**config.mk**
```make
export PLATFORM = sky130hd
export DESIGN_NAME = memory_arbiter
export DESIGN_NICKNAME = d
export VERILOG_FILES = /design/src/rtl/cpu_types_pkg.sv /design/src/rtl/arb_picker.sv /design/src/rtl/memory_arbiter.sv
export SDC_FILE = /design/constraint.sdc
export NUM_CORES = 1
export LEC_CHECK = 0
export BUFFER_PORTS_ARGS = -buffer_cell sky130_fd_sc_hd__buf_2
export CORE_AREA = 2 2 170 172
export DETAILED_ROUTE_END_ITERATION = 10
export DIE_AREA = 0 0 172 174
export PLACE_DENSITY = 0.46
export SLEW_MARGIN = 20
export SYNTH_ARGS = -nofsm -noshare
export SYNTH_HDL_FRONTEND = slang
export SYNTH_SLANG_ARGS = --single-unit
export TNS_END_PERCENT = 30
```
**constraint.sdc**
```tcl
create_clock -name CLK -period 1.7 [get_ports CLK]
set_input_delay 0.085 -clock CLK [delete_from_list [all_inputs] [get_ports CLK]]
set_output_delay 0.085 -clock CLK [all_outputs]
set_load 0.02 [all_outputs]
```
**src/rtl/cpu_types_pkg.sv**
```systemverilog
// Shared types for the memory arbiter.
//   ramstate_t  : RAM handshake state driven by the RAM (FREE, BUSY, ACCESS, ERROR).
//   arb_state_t : arbiter FSM states (idle, RAM access in flight, failed store-conditional).
//   arb_req_t   : one picked transaction: core index, data/instruction, write, atomic.
//   link_t      : LL/SC reservation {valid, addr}, used when ATOMIC_LINK_EN is defined.
package cpu_types_pkg;

  localparam int unsigned WordW = 32;

  typedef logic [WordW-1:0] word_t;

  typedef enum logic [1:0] {
    FREE,
    BUSY,
    ACCESS,
    ERROR
  } ramstate_t;

  typedef enum logic [1:0] {
    StIdle,
    StBusy,
    StScFail
  } arb_state_t;

  typedef struct packed {
    logic core;
    logic is_data;
    logic is_write;
    logic is_atomic;
  } arb_req_t;

  typedef struct packed {
    logic  valid;
    word_t addr;
  } link_t;

endpackage

```
**src/rtl/arb_picker.sv**
```systemverilog
// Combinational request picker for the two-core memory arbiter.
//   ireq_i, drd_i, dwr_i : per-core instruction read, data read, data write requests
//   datomic_i            : per-core atomic flag (LL on read, SC on write)
//   last_core_i          : core served by the previous transaction
//   req_o                : picked transaction (core, is_data, is_write, is_atomic)
//   valid_o              : at least one request is pending
// The core not served last is preferred; within a core the data port wins.
module arb_picker
  import cpu_types_pkg::*;
#(
  parameter int unsigned CPUS = 2
) (
  input  logic [CPUS-1:0] ireq_i,
  input  logic [CPUS-1:0] drd_i,
  input  logic [CPUS-1:0] dwr_i,
  input  logic [CPUS-1:0] datomic_i,
  input  logic            last_core_i,
  output arb_req_t        req_o,
  output logic            valid_o
);

  logic [CPUS-1:0] has_req;
  logic            pref;
  logic            core;

  always_comb begin
    has_req         = ireq_i | drd_i | dwr_i;
    pref            = ~last_core_i;
    core            = has_req[pref] ? pref : ~pref;
    req_o.core      = core;
    req_o.is_data   = drd_i[core] | dwr_i[core];
    // dREN together with dWEN counts as a write
    req_o.is_write  = dwr_i[core];
    req_o.is_atomic = datomic_i[core] & (drd_i[core] | dwr_i[core]);
    valid_o         = |has_req;
  end

endmodule

```
**src/rtl/memory_arbiter.sv**
```systemverilog
// Two-core memory arbiter: four cache ports (I and D per core) share one RAM port.
//   CLK, RST           : clock, synchronous active-high reset
//   iREN/iaddr         : instruction read requests; iload/iwait return data and stall
//   dREN/dWEN/datomic  : data read/write requests, datomic marks LL (read) / SC (write)
//   daddr/dstore       : data address and write data; dload/dwait return data and stall
//   ramREN/ramWEN      : registered RAM strobes; ramaddr/ramstore registered address/data
//   ramload/ramstate   : RAM read data and handshake state
// Optional feature macro ATOMIC_LINK_EN: per-core LL/SC reservation registers; a failing
// SC completes in one cycle through StScFail without touching RAM.
module memory_arbiter
  import cpu_types_pkg::*;
#(
  parameter int unsigned CPUS   = 2,
  parameter int unsigned WORD_W = 32
) (
  input  logic                         CLK,
  input  logic                         RST,
  input  logic [CPUS-1:0]              iREN,
  input  logic [CPUS-1:0][WORD_W-1:0]  iaddr,
  output logic [CPUS-1:0][WORD_W-1:0]  iload,
  output logic [CPUS-1:0]              iwait,
  input  logic [CPUS-1:0]              dREN,
  input  logic [CPUS-1:0]              dWEN,
  input  logic [CPUS-1:0]              datomic,
  input  logic [CPUS-1:0][WORD_W-1:0]  daddr,
  input  logic [CPUS-1:0][WORD_W-1:0]  dstore,
  output logic [CPUS-1:0][WORD_W-1:0]  dload,
  output logic [CPUS-1:0]              dwait,
  output logic                         ramREN,
  output logic                         ramWEN,
  output logic [WORD_W-1:0]            ramaddr,
  output logic [WORD_W-1:0]            ramstore,
  input  logic [WORD_W-1:0]            ramload,
  input  ramstate_t                    ramstate
);

  arb_state_t        state_q, state_d;
  arb_req_t          grant_q, grant_d;
  arb_req_t          pick_req;
  logic              pick_valid;
  logic              last_core_q, last_core_d;
  logic              ram_ren_q, ram_ren_d;
  logic              ram_wen_q, ram_wen_d;
  logic [WORD_W-1:0] ram_addr_q, ram_addr_d;
  logic [WORD_W-1:0] ram_store_q, ram_store_d;
  logic              busy_done;
  logic              sc_fail;

  arb_picker #(
    .CPUS (CPUS)
  ) u_picker (
    .ireq_i      (iREN),
    .drd_i       (dREN),
    .dwr_i       (dWEN),
    .datomic_i   (datomic),
    .last_core_i (last_core_q),
    .req_o       (pick_req),
    .valid_o     (pick_valid)
  );

  // RST masks completion so an abandoned access never looks finished to a requester
  assign busy_done = (state_q == StBusy) && (ramstate == ACCESS) && !RST;

`ifdef ATOMIC_LINK_EN
  link_t [CPUS-1:0] link_q, link_d;

  assign sc_fail = pick_req.is_atomic && pick_req.is_write &&
                   !(link_q[pick_req.core].valid &&
                     (link_q[pick_req.core].addr == daddr[pick_req.core]));

  always_comb begin
    link_d = link_q;
    if (busy_done) begin
      if (grant_q.is_write) begin
        // any completed write kills matching reservations of both cores
        for (int c = 0; c < CPUS; c++) begin
          if (link_q[c].addr == ram_addr_q) begin
            link_d[c].valid = 1'b0;
          end
        end
        if (grant_q.is_atomic) begin
          link_d[grant_q.core].valid = 1'b0;
        end
      end else if (grant_q.is_data && grant_q.is_atomic) begin
        link_d[grant_q.core].valid = 1'b1;
        link_d[grant_q.core].addr  = ram_addr_q;
      end
    end
  end
`else
  logic unused_atomic;
  assign sc_fail       = 1'b0;
  assign unused_atomic = pick_req.is_atomic ^ grant_q.is_atomic;
`endif

  // Next-state logic
  always_comb begin
    state_d     = state_q;
    grant_d     = grant_q;
    last_core_d = last_core_q;
    ram_ren_d   = ram_ren_q;
    ram_wen_d   = ram_wen_q;
    ram_addr_d  = ram_addr_q;
    ram_store_d = ram_store_q;
    unique case (state_q)
      StIdle: begin
        if (pick_valid) begin
          grant_d = pick_req;
          if (sc_fail) begin
            state_d = StScFail;
          end else begin
            state_d     = StBusy;
            ram_ren_d   = !pick_req.is_write;
            ram_wen_d   = pick_req.is_write;
            ram_addr_d  = pick_req.is_data ? daddr[pick_req.core] : iaddr[pick_req.core];
            ram_store_d = pick_req.is_write ? dstore[pick_req.core] : '0;
          end
        end
      end
      StBusy: begin
        // FREE, BUSY and ERROR all hold the grant and keep the strobe up
        if (busy_done) begin
          state_d     = StIdle;
          last_core_d = grant_q.core;
          ram_ren_d   = 1'b0;
          ram_wen_d   = 1'b0;
          ram_addr_d  = '0;
          ram_store_d = '0;
        end
      end
      StScFail: begin
        state_d     = StIdle;
        last_core_d = grant_q.core;
      end
      default: state_d = StIdle;
    endcase
  end

  // Return path to the requesters
  always_comb begin
    iwait = '1;
    dwait = '1;
    iload = '0;
    dload = '0;
    if (busy_done) begin
      if (grant_q.is_data) begin
        dwait[grant_q.core] = 1'b0;
        dload[grant_q.core] = grant_q.is_write ? {{(WORD_W-1){1'b0}}, 1'b1} : ramload;
      end else begin
        iwait[grant_q.core] = 1'b0;
        iload[grant_q.core] = ramload;
      end
    end else if ((state_q == StScFail) && !RST) begin
      dwait[grant_q.core] = 1'b0;
    end
  end

  always_ff @(posedge CLK) begin
    if (RST) begin
      state_q     <= StIdle;
      grant_q     <= '0;
      last_core_q <= 1'b1;
      ram_ren_q   <= 1'b0;
      ram_wen_q   <= 1'b0;
      ram_addr_q  <= '0;
      ram_store_q <= '0;
`ifdef ATOMIC_LINK_EN
      link_q      <= '0;
`endif
    end else begin
      state_q     <= state_d;
      grant_q     <= grant_d;
      last_core_q <= last_core_d;
      ram_ren_q   <= ram_ren_d;
      ram_wen_q   <= ram_wen_d;
      ram_addr_q  <= ram_addr_d;
      ram_store_q <= ram_store_d;
`ifdef ATOMIC_LINK_EN
      link_q      <= link_d;
`endif
    end
  end

  assign ramREN   = ram_ren_q;
  assign ramWEN   = ram_wen_q;
  assign ramaddr  = ram_addr_q;
  assign ramstore = ram_store_q;

endmodule

```
==> impl_metrics.ini, run 1 <==
[status]
status = complete, but fails checks
violations = setup timing

[place]
place_area_mm2 = 0.00731
pre_cts_slack_ns = -0.0443
io_buffers = 431
dp_hpwl_um = 16300
place.gp.congestion = 0.792
dp.cells = 1298

[setup_path]
worstSetupEndpointType = output port
path_class = reg2out
regToRegSetupSlack_ns = 0.02
cp-start-kind = flip-flop
timing.rr.end = ramstore[3]$_SDFFE_PP0P_
required_ns = 1.62
crit_fanout = 15
cp.arrival_ns = 1.66
worstReg2RegStart = state_q[0]$_SDFFE_PP0P_
rr_worst_depth = 5

[logic_synthesis]
synthAdderAreaFrac_pct = 0
yosysTopAreaCell = dfxtp_1
syn-mean-instance-area_um2 = 9.07
synth_nets = 731
synth_edf_count = 0
yosys.area_share.xor_xnor_pct = 0
ys_ff_latch = 71
ys_seq_area_share_pct = 31.7
postSynthCellCount = 495
synthMuxAreaShare_pct = 21.6
synth.distinct_cells = 36
synthArstFlopShare_pct = 0
yosys.area_share.simple_pct = 25.7
synthTopCellsByArea = dfxtp_1 32%, mux2i_1 21%, and2_1 18%
synth_top_family_by_area = simple AND/OR/NAND/NOR gates
yosys_warnings = 0
synth_ff_type = dfxtp_1
synth-compound-area-share_pct = 15.4
synth_top_area_share_pct = 31.7
synth_area_mm2 = 0.00449

[timing]
final.min_clock_period_ns = 1.74
drv_slew = 0
skew_ns = 0.00575
worstMarginPinSlew_ns = 0.336
setup_viol = 44
fmax_ghz = 0.575
layout_setup_ws_ns = -0.0406
relSlewSlack_pct = 77.4
tns_ns = -0.486
holdWs_ns = 0.0119
rsz0062_at_grt = yes
final.period_utilization_pct = 102
hold_viol = 0

[global_route]
grt_max_degree = 34
grt_usage_pct = 13.5
gr-total-overflow = 0
grt_pass1_vias = 5377
grt_pass1_wl_um = 30500
antenna_found_initial = 1

[finish]
drive_gt1_share_pct = 58.8
layout_common_cells = 304 x buf_2, 100 x buf_6, 95 x mux2i_1
final_common_cell = buf_2
fin_cells = 1330
area_growth_pct = 92.4
final_cell_area_mm2 = 0.00864
fillCellCount = 2965
final_core_util_pct = 30.6
nets = 1176

[worst_hold_path]
hold_path_depth = 3
whs_endpoint = ramstore[22]$_SDFFE_PP0P_
hp-class = in2reg
hold_path.startpoint = dstore[54]

[detailed_routing]
viasPerCell = 4.19
drc_errors = 0
wire_per_inst_um = 16.7
drtIter0Drc = 209
vias = 5574
wl_um = 22200
drtPass1Iterations = 4
drtAntennaViolNets = 0

[pwr]
comb_power_share_pct = 26.8
power_leakage_nw = 4.57
power_frac_seq_pct = 36.3
clkPwrFrac_pct = 36.8
switchingPower_mw = 1.65
p_total_mw = 5.12
peakVddDrop_uv = 288
powerDensity_mw_per_mm2 = 593
p_sw_share_pct = 32.2
p_int_mw = 3.47

[die]
dieArea_mm2 = 0.0299
rows = 62
die_x_um = 172
pin_count = 434
die_h_um = 174
start_util_pct = 15.9
fp.coreArea_mm2 = 0.0282

[clock_tree]
cts_tree = yes
root_buffer = clkbuf_16
clock_latency_ns = 0.34
htreeDepth = 3
clock-sinks = 71
clk_path_buf_depth = 2
path_clk_slew_ns = 0.07
cts_buffers = 9

[flow_run]
max-cap-violations = 0
-- what timing repair did --
item                                   4_1_cts  5_1_grt
hold buffers                                 7        0
buffers inserted                             3        2
endpoints found under the hold margin        4        0
resized for setup                          138      154
pin swaps                                    0        8
setup endpoints to repair                  128      189
cloned                                       2        1
-- cell usage after synthesis, drive strengths merged (2+ instances only) --
library cell	count
nor3	2
nand3	36
o21ai	2
nor2	9
a21oi	6
nand2	7
o221ai	32
mux2i	96
inv	4
or3	2
o2bb2ai	35
nor3b	2
or4	2
clkbuf	29
buf	16
nand4b	2
and2	127
dfxtp	71
nor2b	2
-- kinds of logic after synthesis --
group / Yosys count
AO/OA/AOI/OAI: 82
AND/OR/NAND/NOR: 195
multiplexers: 97
buffers and inverters: 50
flip-flops: 71
-- critical path, stage by stage (launching register included) --
cell	delay [ns]
dfxtp_2	0.33
buf_6	0.10
nand4b_1	0.17
nor2_4	0.16
buf_4	0.13
buf_16	0.13
and2_1	0.16
buf_6	0.13
-- sequential cells by signal, indices dropped and copies added (netlist names) --
| name | count |
|---|---|
| grant_q | 3 |
| last_core_q | 1 |
| ramREN | 1 |
| ramWEN | 1 |
| ramaddr | 32 |
| ramstore | 32 |
| state_q | 1 |
-- area by class of cell --
class                      instances  area [um^2]  area share, %
antenna                            1         2.50         0.0290
clock buffer                      10          239           2.77
clock inverter                     6         45.0          0.521
inverter                           5         18.8          0.217
multi-input combinational        374         3010           34.8
sequential                        71         1420           16.5
tap                              384          480           5.56
timing repair buffer             479         3420           39.6
-- worst max-delay path by stage --
stage                                 start                  endpoint  slack [ns]  cells after the start
floorplan           state_q[0]$_SDFFE_PP0P_  ramstore[0]$_SDFFE_PP0P_        0.04                      6
global placement                    dREN[0]   ramaddr[4]$_SDFFE_PP0P_       -0.04                      6
detailed placement                  dREN[0]   ramaddr[4]$_SDFFE_PP0P_       -0.04                      6
CTS                 state_q[0]$_SDFFE_PP0P_                  dload[1]       -0.05                      7
global route        state_q[0]$_SDFFE_PP0P_                 dload[21]       -0.14                      7
finish              state_q[0]$_SDFFE_PP0P_                 dload[17]       -0.04                      7
-- metal layers --
layer,wire length [um],GRT usage (%),vias to the layer above,share of wire [%]
met2,12100,27.3,274,54
met1,8180,13.7,2581,37
li1,-,-,2687,-
met3,1450,2.66,32,6.5
met4,483,3.78,0,2.2
met5,0,0,-,0
-- power groups by stage --
stage	Combinational [mW]	Clock [mW]	Sequential [mW]
floorplan	0.531	0	2.04
global placement	1.34	0	1.89
detailed placement	1.34	0	1.89
CTS	1.38	2.00	1.86
global route	1.49	2.08	1.88
finish	1.38	1.89	1.86
(Power assumes the default switching activity.)
==> inputs of run 2 (changes only) <==
--- a/config.mk
+++ b/config.mk
@@ -7,7 +7,8 @@
 export LEC_CHECK = 0
+export ABC_AREA = 1
 export BUFFER_PORTS_ARGS = -buffer_cell sky130_fd_sc_hd__buf_2
-export CORE_AREA = 2 2 170 172
+export CORE_AREA = 2 2 167 169
 export DETAILED_ROUTE_END_ITERATION = 10
-export DIE_AREA = 0 0 172 174
-export PLACE_DENSITY = 0.46
+export DIE_AREA = 0 0 169 171
+export PLACE_DENSITY = 0.5
 export SLEW_MARGIN = 20
==> constraint.sdc (replaced) <==
create_clock -name CLK -period 1.7 [get_ports CLK]
set_input_delay 0.255 -clock CLK [delete_from_list [all_inputs] [get_ports CLK]]
set_output_delay 0.255 -clock CLK [all_outputs]
set_load 0.02 [all_outputs]
==> run 2 against run 1 <==
  * Core utilization grew 3.5 points
  * Clock power grew 6%
  * Synthesized cell count grew 93%
  * Sequential power is essentially flat
  * Combinational power grew 33%
  * First-iteration DRC count grew 36%
  * Total power grew 12%
  * The run still ends with setup timing left
  * Global-route usage grew 3.5 points
  * Maximum frequency shrank 11%
  * Final cell count grew 30%
  * Cell area grew 7.9%
  * Setup slack lost 0.22 ns
==> impl_metrics.ini, run 2 <==
[flow_run]
max-cap-violations = 0

[place]
place.gp.congestion = 0.850
pre_cts_slack_ns = -0.119
io_buffers = 431
dp_hpwl_um = 20100

[global_route]
grt_pass1_wl_um = 38300
grt_pass1_vias = 6927
antenna_found_initial = 4
grt_usage_pct = 17.1
grt_max_degree = 71
gr-total-overflow = 0

[logic_synthesis]
syn-mean-instance-area_um2 = 5.39
synth_area_mm2 = 0.00515
synthMostInstantiatedCell = nand2_1
synth_top_area_share_pct = 27.6
ys_seq_area_share_pct = 27.6
yosys_warnings = 0
synth_nets = 1192
synth.top_cells.by_count = 322 x nand2_1, 137 x nand3_1, 112 x nor2_1
yosysTopAreaCell = dfxtp_1
ys_ff_latch = 71
synth_ff_type = dfxtp_1
synth.distinct_cells = 20
synthTopCellsByArea = dfxtp_1 28%, nand2_1 23%, nand3_1 13%
synth_edf_count = 0
synthArstFlopShare_pct = 0
postSynthCellCount = 956

[setup_path]
crit_path_cell_trace = nand2_2, nor3_4, buf_12, nand3_4, buf_12, clkbuf_16, nor2_4, buf_6
worstSetupEndpointType = output port
max_stage_delay_ns = 0.35
slowest_stage = dfxtp_2
path_class = reg2out
crit_fanout = 8
cp-startpoint = state_q[0]$_SDFFE_PP0P_
crit_top_cell = buf_12
worstReg2RegStart = last_core_q$_SDFFE_PP1P_
cp-start-kind = flip-flop
required_ns = 1.44
cp.arrival_ns = 1.70

[pwr]
powerDensity_mw_per_mm2 = 614
peakVddDrop_uv = 405
p_total_mw = 5.72
clkPwrFrac_pct = 34.9
power_leakage_nw = 5.12
power_frac_seq_pct = 33.0
p_sw_share_pct = 34.8
p_int_mw = 3.73
switchingPower_mw = 1.99
comb_power_share_pct = 32.1

[clock_tree]
root_buffer = clkbuf_16
htreeDepth = 3
cts_buffers = 9
clock_latency_ns = 0.33
cts_tree = yes
path_clk_slew_ns = 0.06
clk_path_buf_depth = 2
hold_buffers = 0
clock-sinks = 71

[timing]
rsz0062_at_grt = yes
final.min_clock_period_ns = 1.96
relSlewSlack_pct = 44.4
hold_viol = 0
setup_viol = 131
fmax_ghz = 0.511
layout_setup_ws_ns = -0.259
final.period_utilization_pct = 115
drv_slew = 0
skew_ns = 0.00326
worstMarginPinSlew_ns = 0.834

[status]
status = complete, but fails checks
violations = setup timing

[detailed_routing]
drc_errors = 0
vias = 7482
drtPass1Iterations = 5
viasPerCell = 4.34
drtIter0Drc = 284
wl_um = 26700
drtAntennaViolNets = 0
wire_per_inst_um = 15.5

[die]
dieArea_mm2 = 0.0289
start_util_pct = 18.8
die_x_um = 169
die_h_um = 171
rows = 61
pin_count = 434
fp.coreArea_mm2 = 0.0273

[finish]
area_growth_pct = 81.0
layout_common_cells = 319 x nand2_1, 304 x buf_2, 132 x nand3_1
seqCellArea_mm2 = 0.00143
final_common_cell = nand2_1
fillCellCount = 3003
nets = 1606
multi_input_area_mm2 = 0.00347
drive_gt1_share_pct = 43.1

[worst_hold_path]
hold_path.startpoint = dstore[45]
hp-class = in2reg
-- run 2: what timing repair did --
action | CTS | global route
pin swaps | 0 | 2
endpoints found under the hold margin | 0 | 0
setup buffers | 1 | 0
gates cloned | 2 | 1
endpoints found under the setup margin | 138 | 198
resized for setup | 179 | 63
-- run 2: worst max-delay path, delay by kind of cell, from the launching register on --
kind          cells  cell delay (ns)
buf+inv           4             0.59
simple gates      4             0.41
flops             1             0.35
-- run 2: routing by layer --
layer | track usage (%) | vias up | wire length, um
li1 | - | 3799 | -
met1 | 18.3 | 3356 | 10100
met5 | 0 | - | 0
met4 | 4.87 | 0 | 545
met3 | 4.42 | 35 | 1880
met2 | 33.0 | 292 | 14200
-- run 2: final cells by class --
class,instances,share of cell area (%)
multi-input cells,703,37.2
repair buffers,474,35.0
flip-flops and latches,71,15.3
well taps,346,4.64
inverters,111,4.51
clock buffers,12,2.75
clock inverters,4,0.564
diodes,3,0.0805
-- run 2: metrics by stage --
stage / hold WS, ns / cells / instance area [um^2] / utilization, % / setup TNS (ns)
global route: 0.258 / 1722 / 9320 / 34.1 / -32.78
floorplan: 0.462 / 956 / 5420 / - / -0.0531
CTS: 0.235 / 1720 / 9060 / 33.1 / -25.28
finish: 0.262 / 1724 / 9320 / 34.1 / -21.20
global placement: 0.447 / 1701 / 8170 / 29.9 / -0.578
detailed placement: 0.452 / 1701 / 8170 / 29.9 / -2.80
-- run 2: logic make-up after synthesis --
family | after synthesis | share of synthesized area, %
AOI/OAI and AO/OA | 106 | 10.4
DFF | 71 | 27.6
buffers and inverters | 182 | 14.2
and+or+nand+nor | 597 | 47.8
-- run 2: path summary, 6_finish.rpt --
path | slack [ns] | to | cells after the start
worst min-delay path | 0.26 | ramstore[13]$_SDFFE_PP0P_ | 5
worst max register to register | 0.19 | ramstore[12]$_SDFFE_PP0P_ | 10
worst max-delay path | -0.26 | dload[40] | 8
worst min register to register | 0.46 | ramREN$_SDFFE_PP0P_ | 2
-- run 2: power by group through the flow --
stage	Clock, mW	Sequential [mW]	Combinational, mW
floorplan	0	2.08	0.853
global placement	0	1.92	1.81
detailed placement	0	1.92	1.81
CTS	2.09	1.89	1.84
global route	2.14	1.91	2.04
finish	2.00	1.89	1.84
